<file path="src/rtl/aes256_round_ctrl_if.sv">
// aes256_round_ctrl_if
// Handshake and datapath-control bundle between the AES-256 round sequencer
// and its environment.
//   master : block source, key expansion and result consumer
//            (drives in_valid, key_ack, out_ready)
//   slave  : the round controller
//            (drives in_ready, key_req, round, sel_init, reg_wr_en, busy, out_valid)
// With AES_CTRL_ABORT_EN defined, the bundle also carries abort (master to
// slave) and aborted (slave to master).
interface aes256_round_ctrl_if #(
    parameter int RW = 4
);
    logic          in_valid;
    logic          in_ready;
    logic          key_req;
    logic          key_ack;
    logic [RW-1:0] round;
    logic          sel_init;
    logic          reg_wr_en;
    logic          busy;
    logic          out_valid;
    logic          out_ready;
`ifdef AES_CTRL_ABORT_EN
    logic          abort;
    logic          aborted;

    modport master (
        output in_valid, key_ack, out_ready, abort,
        input  in_ready, key_req, round, sel_init, reg_wr_en, busy, out_valid, aborted
    );
    modport slave (
        input  in_valid, key_ack, out_ready, abort,
        output in_ready, key_req, round, sel_init, reg_wr_en, busy, out_valid, aborted
    );
`else
    modport master (
        output in_valid, key_ack, out_ready,
        input  in_ready, key_req, round, sel_init, reg_wr_en, busy, out_valid
    );
    modport slave (
        input  in_valid, key_ack, out_ready,
        output in_ready, key_req, round, sel_init, reg_wr_en, busy, out_valid
    );
`endif
endinterface

</file>
<file path="src/rtl/aes256_round_ctrl.sv">
// aes256_round_ctrl
// Round sequencer for the AES-256 encryption datapath. After a block is
// accepted it walks rounds 0..NR. For each round it requests the round key,
// waits SETTLE cycles for the datapath, and then strobes the state register
// write enable. When the last round has been written it holds out_valid
// until the consumer takes the result.
// Ports:
//   clk     : clock
//   resetn  : asynchronous active-low reset
//   bus     : aes256_round_ctrl_if.slave, carrying the in/out handshakes,
//             the key request/ack, and round, sel_init, reg_wr_en and busy
// Parameters: NR (final round index), RW (round counter width, 2^RW > NR),
//             SETTLE (settling cycles between key_ack and reg_wr_en, 0 allowed)
// Optional feature: AES_CTRL_ABORT_EN adds bus.abort and bus.aborted. These
// let the environment cancel a block that is in flight.
module aes256_round_ctrl #(
    parameter int NR     = 14,
    parameter int RW     = 4,
    parameter int SETTLE = 1
) (
    input  logic                   clk,
    input  logic                   resetn,
    aes256_round_ctrl_if.slave     bus
);
    typedef enum logic [2:0] {
        IDLE        = 3'd0,
        KEY_WAIT    = 3'd1,
        SETTLE_WAIT = 3'd2,
        WRITE       = 3'd3,
        DONE        = 3'd4
    } state_e;

    localparam int            CW       = (SETTLE > 1) ? $clog2(SETTLE) : 1;
    // The counter is loaded with SETTLE-1 and leaves at zero, so exactly
    // SETTLE cycles are spent in SETTLE_WAIT.
    localparam logic [CW-1:0] CNT_LOAD = CW'((SETTLE > 0) ? SETTLE - 1 : 0);
    localparam logic [RW-1:0] LAST     = RW'(NR);

    state_e        state_q, state_d;
    logic [RW-1:0] round_q, round_d;
    logic [CW-1:0] cnt_q, cnt_d;
    logic          in_ready_q, key_req_q, wr_q, sel_init_q, busy_q, out_valid_q;
    logic          abort_w;
    logic          aborted_d, aborted_q;

`ifdef AES_CTRL_ABORT_EN
    assign abort_w     = bus.abort;
    assign bus.aborted = aborted_q;
`else
    assign abort_w     = 1'b0;
`endif

    always_comb begin
        state_d = state_q;
        round_d = round_q;
        cnt_d   = cnt_q;
        unique case (state_q)
            IDLE: begin
                // A simultaneous abort wins over a block start.
                if (bus.in_valid && !abort_w) begin
                    state_d = KEY_WAIT;
                    round_d = '0;
                end
            end
            KEY_WAIT: begin
                if (bus.key_ack) begin
                    if (SETTLE > 0) begin
                        state_d = SETTLE_WAIT;
                        cnt_d   = CNT_LOAD;
                    end else begin
                        state_d = WRITE;
                    end
                end
            end
            SETTLE_WAIT: begin
                if (cnt_q == '0) state_d = WRITE;
                else             cnt_d   = cnt_q - 1'b1;
            end
            WRITE: begin
                if (round_q == LAST) begin
                    state_d = DONE;
                end else begin
                    round_d = round_q + 1'b1;
                    state_d = KEY_WAIT;
                end
            end
            DONE: begin
                if (bus.out_ready) begin
                    state_d = IDLE;
                    round_d = '0;
                end
            end
            default: begin
                state_d = IDLE;
                round_d = '0;
            end
        endcase

        aborted_d = abort_w && (state_q != IDLE);
        if (aborted_d) begin
            state_d = IDLE;
            round_d = '0;
        end
    end

    // All outputs are decoded from the next state and registered, so they
    // change together with state_q and carry no input-to-output path.
    always_ff @(posedge clk or negedge resetn) begin
        if (!resetn) begin
            state_q     <= IDLE;
            round_q     <= '0;
            cnt_q       <= '0;
            in_ready_q  <= 1'b1;
            key_req_q   <= 1'b0;
            wr_q        <= 1'b0;
            sel_init_q  <= 1'b0;
            busy_q      <= 1'b0;
            out_valid_q <= 1'b0;
            aborted_q   <= 1'b0;
        end else begin
            state_q     <= state_d;
            round_q     <= round_d;
            cnt_q       <= cnt_d;
            in_ready_q  <= (state_d == IDLE);
            key_req_q   <= (state_d == KEY_WAIT);
            wr_q        <= (state_d == WRITE);
            busy_q      <= (state_d == KEY_WAIT) || (state_d == SETTLE_WAIT) || (state_d == WRITE);
            sel_init_q  <= ((state_d == KEY_WAIT) || (state_d == SETTLE_WAIT) || (state_d == WRITE))
                           && (round_d == '0);
            out_valid_q <= (state_d == DONE);
            aborted_q   <= aborted_d;
        end
    end

    assign bus.in_ready  = in_ready_q;
    assign bus.key_req   = key_req_q;
    assign bus.round     = round_q;
    assign bus.sel_init  = sel_init_q;
    // An abort that lands on a WRITE cycle must not corrupt the state register.
    assign bus.reg_wr_en = wr_q & ~abort_w;
    assign bus.busy      = busy_q;
    assign bus.out_valid = out_valid_q;
endmodule

</file>
<file path="src/flat_wrapper.sv">
// flat-port wrapper written by rule: the top's interface ports become plain ports
module aes256_round_ctrl_flat 
#(
    parameter int NR     = 14,
    parameter int RW     = 4,
    parameter int SETTLE = 1
)
  (clk, resetn, bus_in_valid, bus_key_ack, bus_out_ready, bus_in_ready, bus_key_req, bus_round, bus_sel_init, bus_reg_wr_en, bus_busy, bus_out_valid);
  aes256_round_ctrl_if #(.RW(RW)) bus_i ();
  input  logic clk;
  input  logic resetn;
  input wire logic [$bits(bus_i.in_valid)-1:0] bus_in_valid;
  input wire logic [$bits(bus_i.key_ack)-1:0] bus_key_ack;
  input wire logic [$bits(bus_i.out_ready)-1:0] bus_out_ready;
  output wire logic [$bits(bus_i.in_ready)-1:0] bus_in_ready;
  output wire logic [$bits(bus_i.key_req)-1:0] bus_key_req;
  output wire logic [$bits(bus_i.round)-1:0] bus_round;
  output wire logic [$bits(bus_i.sel_init)-1:0] bus_sel_init;
  output wire logic [$bits(bus_i.reg_wr_en)-1:0] bus_reg_wr_en;
  output wire logic [$bits(bus_i.busy)-1:0] bus_busy;
  output wire logic [$bits(bus_i.out_valid)-1:0] bus_out_valid;
  assign bus_i.in_valid = bus_in_valid;
  assign bus_i.key_ack = bus_key_ack;
  assign bus_i.out_ready = bus_out_ready;
  assign bus_in_ready = bus_i.in_ready;
  assign bus_key_req = bus_i.key_req;
  assign bus_round = bus_i.round;
  assign bus_sel_init = bus_i.sel_init;
  assign bus_reg_wr_en = bus_i.reg_wr_en;
  assign bus_busy = bus_i.busy;
  assign bus_out_valid = bus_i.out_valid;
  aes256_round_ctrl #(.NR(NR), .RW(RW), .SETTLE(SETTLE)) u_core (.clk(clk), .resetn(resetn), .bus(bus_i));
endmodule
</file>
<file path="config.mk">
export PLATFORM = sky130hd
export DESIGN_NAME = aes256_round_ctrl_flat
export DESIGN_NICKNAME = d
export VERILOG_FILES = /design/src/rtl/aes256_round_ctrl_if.sv /design/src/rtl/aes256_round_ctrl.sv /design/src/flat_wrapper.sv
export SDC_FILE = /design/constraint.sdc
export NUM_CORES = 1
export LEC_CHECK = 0
export CAP_MARGIN = 10
export CORE_UTILIZATION = 50
export CTS_CLUSTER_DIAMETER = 150
export DETAILED_ROUTE_END_ITERATION = 12
export PLACE_DENSITY = 0.78
export SLEW_MARGIN = 20
export SYNTH_ARGS = -nofsm -noshare
export SYNTH_HDL_FRONTEND = slang
export SYNTH_SLANG_ARGS = --single-unit
</file>
<file path="constraint.sdc">
create_clock -name clk -period 2.65 [get_ports clk]
set_input_delay 0.53 -clock clk [delete_from_list [all_inputs] [get_ports clk]]
set_output_delay 0.53 -clock clk [all_outputs]
set_load 0.005 [all_outputs]
</file>
==> results of run 1 <==
worst max-delay path by stage:
stage / to / slack [ns] / startpoint / cells past startpoint
final: u_core.bus.sel_init$_DFF_PN0_ / 0.68 / u_core.bus.round[0]$_DFF_PN0_ / 7
after global routing: u_core.bus.sel_init$_DFF_PN0_ / 0.45 / u_core.bus.round[0]$_DFF_PN0_ / 7
after CTS: u_core.bus.sel_init$_DFF_PN0_ / 0.68 / u_core.bus.round[0]$_DFF_PN0_ / 7
after detailed placement: u_core.bus.sel_init$_DFF_PN0_ / 0.54 / bus_in_valid / 6
after global placement: u_core.bus.sel_init$_DFF_PN0_ / 0.60 / bus_in_valid / 6
after floorplan: u_core.bus.sel_init$_DFF_PN0_ / 0.94 / u_core.bus.round[0]$_DFF_PN0_ / 7
cell usage in the layout, fill, tap and decap left out, drive strengths merged, types with 2 or more instances in the layout:
cell	netlist	final
inv	3	3
nor2	6	6
a21oi	3	3
nand3	2	2
a31oi	2	2
dfrtp	12	12
clkdlybuf4s50	0	14
nand2b	2	2
nand2	5	5
nand3b	2	2
o31ai	2	2
ha	2	2
o21ai	4	4
clkbuf	0	4
critical path, stage by stage, from the launching register on:
cell,delay [ns]
dfrtp_1,0.49
inv_1,0.07
ha_1,0.23
and3_4,0.21
a311oi_1,0.43
o21ai_1,0.12
a21oi_1,0.12
nor4b_2,0.20
state kept, by name, summed over array words and instances, names as in the netlist:
signal and count:
u_core.bus.reg_wr_en 1, u_core.bus.sel_init 1, u_core.bus.out_valid 1, u_core.state_q 3, u_core.bus.in_ready 1, u_core.bus.key_req 1, u_core.bus.busy 1, u_core.bus.round 4
final cells by class:
| type | count | area (um^2) | area share |
|---|---|---|---|
| clock buffer | 4 | 26.3 | 0.0319 |
| inverter | 3 | 11.3 | 0.0137 |
| multi-input combinational | 44 | 302 | 0.366 |
| sequential | 13 | 327 | 0.397 |
| tap | 14 | 17.5 | 0.0213 |
| timing repair buffer | 14 | 140 | 0.170 |
metrics by stage:
stage               instances  hold slack (ns)   util  instance area, um^2
finish                     92            0.625  0.703                  823
global route               92            0.639  0.703                  823
CTS                        92            0.623  0.703                  823
detailed placement         88            0.604  0.681                  797
global placement           88            0.582  0.681                  797
floorplan                  63            0.234      -                  663
logic make-up (layout without fill, tap and decap cells):
logic type	after synthesis	count (layout)	synth area share
flops	13	13	0.492
compound gates	18	18	0.198
buf+inv	6	21	0.0528
simple gates	23	23	0.204
mux	1	1	0.0151
fa+ha+maj	2	2	0.0377
power groups by stage:
stage	sequential, mW	clock (mW)	combinational (mW)
2_1_floorplan	0.315	0	0.250
3_3_place_gp	0.344	0	0.341
3_5_place_dp	0.350	0	0.353
4_1_cts	0.346	0.123	0.356
5_1_grt	0.359	0.135	0.391
6_report	0.348	0.120	0.353
per-layer routing:
layer	track usage	routed length (um)
met5	0	0
met2	0.394	689
met3	0.0523	51
met1	0.296	644
met4	0.0776	11
==> run summary, run 1 <==
Chip width -> 38.4 um
Worst r2r src -> u_core.bus.round[0]$_DFF_PN0_
Fin Setup TNS -> 0 ns
Area growth syn-to-layout -> 24.2%
Routed vias/inst -> 5.68
Die area -> 0.00148 mm^2
WP data required -> 2.83 ns
Core area -> 0.00117 mm^2
Sw Share -> 0.363
Worst Skew -> 0.00212 ns
Initial antenna violation count -> 0
H-tree levels -> 1
# IOs -> 15
Synth cell count leaders -> 12 x dfrtp_1, 6 x nor2_1, 5 x nand2_1
Total CTS buffers -> 3
Post-synth top flop -> dfrtp_1
Worst EP arrival -> 2.14 ns
P_sw -> 298 uW
Row count -> 12
Syn Nets -> 70
Avg Cell Area, Syn -> 10.5 um^2
Chip height -> 38.4 um
Clock Latency Late Sink -> 0.27 ns
Slew HR -> 0.552
WL final -> 1400 um
Area leader, netlist -> dfrtp_1
Final worst slack -> 0.684 ns
Clock Power Share -> 0.146
Slew Viols, Final -> 0
Seq/Total Area, Yosys -> 0.492
Global-route wire length before repair -> 2300 um
FF-to-FF setup slack -> 0.68 ns
Fin crit share -> 0.742
Clk buf depth -> 2
WL/cell -> 15.2 um
Post-synth top area share -> 0.453
First-pass DRT Iterations -> 4
Post-DP HPWL -> 994 um
Cts repair resizes -> 0
Hold Path Class -> in -> async
DRT iter0 DRCs -> 10
Overflow after GRT -> 0
Worst Setup End Kind -> flop
Max-cap violations -> 0
Fraction of registers with async set/reset -> 1.00
Synth warn -> 0
# hold bufs at CTS -> 0
Vias in the first global route -> 521
R2R depth -> 7
Achievable Freq -> 509 MHz
Status -> finished clean
Unrepaired setup endpoints after global routing -> no
Critical R2R Capture -> u_core.bus.sel_init$_DFF_PN0_
Sequential power share -> 0.424
Worst-Margin Slew -> 0.662 ns
Most frequent cell after synthesis -> dfrtp_1
Via Count -> 523
Root buf cell -> clkbuf_4
Post-Syn Area -> 663 um^2
CP Max Fanout -> 7
Share of cells above drive strength 1 -> 0.141
Final setup viols -> 0
Final min period -> 1.97 ns
Pwr Density -> 998 mW/mm^2
Critical path type -> reg -> reg
Leak pwr -> 0.354 nW
Clk pin slew, worst setup/hold paths -> 0.08 ns
Part of the power in combinational logic -> 0.430
Largest net degree at the start of global routing -> 15
Dpl ws -> 0.542 ns
Antenna diodes -> 0
Fin nets -> 86
Crit path launch type -> flop
Filler cell count -> 87
DRT antenna net count -> 0
Internal power -> 524 uW
DRC errors left -> 0
Yosys cell types -> 32
CTS tree -> done
Area contributors post-synth -> dfrtp_1 45%, dfstp_2 4.0%, ha_1 3.8%
Clock sinks -> 13
GRT Total Usage -> 0.234
PortBufs -> 14
Post-synthesis instance total -> 63
Placer congestion estimate -> 0.784
Seq cells post-synth -> 13
Overall power -> 822 uW
Hold Fails Final Rpt -> 0
Postcts setup bufs -> 0
Max VDD drop -> 663 uV
EDFF count, synth -> 0
Initial core utilization -> 0.566
(Power assumes the default switching activity.)
==> run 2: changes to the inputs <==
- CORE_UTILIZATION: 50 -> 42
- PLACE_DENSITY: 0.78 -> 0.69
- clock period: 2.65 -> 1.7 ns (I/O delays scaled with it)
==> run summary, run 2 (synthesis results as in run 1) <==
Status -> finished clean
# IOs -> 15
Hold Fails Final Rpt -> 0
Worst-Margin Slew -> 0.472 ns
Antenna diodes -> 0
Post-DP HPWL -> 1050 um
Slowest CP cell -> clkdlybuf4s50_1
Worst Setup End Kind -> flop
Placed Cells -> 98
Slew HR -> 0.685
Leak pwr -> 0.402 nW
H-tree levels -> 1
Largest net degree at the start of global routing -> 11
Core area -> 0.00138 mm^2
Die area -> 0.00174 mm^2
Critical path type -> in -> reg
Post-DP Area -> 872 um^2
WP data required -> 1.89 ns
Dpl ws -> -0.194 ns
Final min period -> 1.62 ns
Crit path buf inv count -> 1
DRT iter0 DRCs -> 12
Worst EP arrival -> 1.81 ns
Fin Setup TNS -> 0 ns
Clock Latency Late Sink -> 0.28 ns
Total CTS buffers -> 3
Overflow after GRT -> 0
CP Max Fanout -> 3
Global-route wire length before repair -> 2230 um
Placer congestion estimate -> 0.807
Final Non-Filler Cells -> 102
Delay-heaviest family, CP -> simple AND/OR/NAND/NOR gates
Worst Skew -> 0.00216 ns
Worst hold margin -> 0.318 ns
Most common cell after layout, fill and taps aside -> clkdlybuf4s50_1
Max-cap violations -> 0
Max incr delay on CP -> 0.50 ns
Crit path cell chain -> clkdlybuf4s50_1 > or3b_4 > o211ai_2 > o31a_2 > o21ai_2 > nor4b_2
Row count -> 13
Fin crit share -> 0.952
Achievable Freq -> 618 MHz
Via Count -> 552
Final setup viols -> 0
Post-route cell area -> 918 um^2
Clock sinks -> 13
DRC errors left -> 0
Fin nets -> 95
CTS tree -> done
Slew Viols, Final -> 0
Clk buf depth -> 2
Share of cells above drive strength 1 -> 0.264
Root buf cell -> clkbuf_4
First-pass DRT Iterations -> 4
Crit path launch type -> primary input
Postcts setup bufs -> 0
Max reg flops -> 4
Filler cell count -> 108
Initial antenna violation count -> 0
Routed vias/inst -> 5.41
Max VDD drop -> 860 uV
DRT antenna net count -> 0
Chip height -> 41.7 um
PortBufs -> 14
Clk pin slew, worst setup/hold paths -> 0.08 ns
Most frequent cells in the layout -> 14 x clkdlybuf4s50_1, 11 x dfrtp_1, 9 x buf_4, 6 x nor2_1, 5 x nand2_1
Hold Path Class -> in -> async
Vias in the first global route -> 519
GRT Total Usage -> 0.168
Unrepaired setup endpoints after global routing -> no
Chip width -> 41.7 um
Final worst slack -> 0.0815 ns
Initial core utilization -> 0.480
Area growth syn-to-layout -> 38.5%
Pwr Density -> 1510 mW/mm^2
WL final -> 1390 um
WL/cell -> 13.6 um
==> run 2: cell types whose count changed in the layout (fill, tap and decap cells not counted) <==
cell / delta
buf_4: +9
o21ai_0: -1
o21ai_1: +1
a311oi_4: +1
o311ai_1: -1
dfrtp_1: -1
a311oi_1: -1
dfrtp_2: +1
o311ai_2: +1
==> run 2: metrics by stage <==
stage                     utilization  total power, mW
after global placement          0.631             1.15
after CTS                       0.650             1.36
after floorplan                     -            0.890
after global routing            0.664             1.48
final                           0.664             1.39
after detailed placement        0.631             1.16
==> run 2: cell type report <==
class / instances / area [um^2] / share of cell area
flip-flops and latches: 13 / 328 / 0.357
multi-input cells: 44 / 327 / 0.356
repair buffers: 23 / 208 / 0.226
clock buffers: 4 / 26.3 / 0.0286
well taps: 15 / 18.8 / 0.0204
inverters: 3 / 11.3 / 0.0123
==> run 2: power by group <==
group | internal [mW] | switching, mW | leakage, nW
clock | 0.0911 | 0.0986 | 0.0150
sequential | 0.416 | 0.101 | 0.162
combinational | 0.386 | 0.294 | 0.225
total | 0.894 | 0.494 | 0.402
==> run 2: final timing paths <==
| kind | start | endpoint | slack [ns] | cells past startpoint |
|---|---|---|---|---|
| min | resetn | u_core.state_q[1]$_DFF_PN0_ | 0.32 | 1 |
| max in group asynchronous | resetn | u_core.bus.in_ready$_DFF_PN1_ | 0.89 | 2 |
| max reg2reg | u_core.state_q[0]$_DFF_PN0_ | u_core.bus.sel_init$_DFF_PN0_ | 0.10 | 5 |
| min reg2reg | u_core.state_q[2]$_DFF_PN0_ | u_core.bus.reg_wr_en$_DFF_PN0_ | 0.57 | 1 |
| min in group clk | u_core.state_q[2]$_DFF_PN0_ | u_core.bus.reg_wr_en$_DFF_PN0_ | 0.57 | 1 |
| max | bus_in_valid | u_core.bus.sel_init$_DFF_PN0_ | 0.08 | 6 |
==> run 2: per-layer routing <==
| metal | track usage | vias up | wire, um | part of all wire |
|---|---|---|---|---|
| li1 | - | 285 | - | - |
| met1 | 0.221 | 248 | 693 | 0.50 |
| met2 | 0.266 | 19 | 632 | 0.46 |
| met3 | 0.0565 | 0 | 62 | 0.045 |
| met4 | 0.0387 | 0 | 0 | 0 |
| met5 | 0 | - | 0 | 0 |
==> run 2: timing repair <==
action | CTS | global route
hold buffers | 0 | 0
gates resized for setup | 0 | 4
endpoints found under the setup margin | 0 | 1
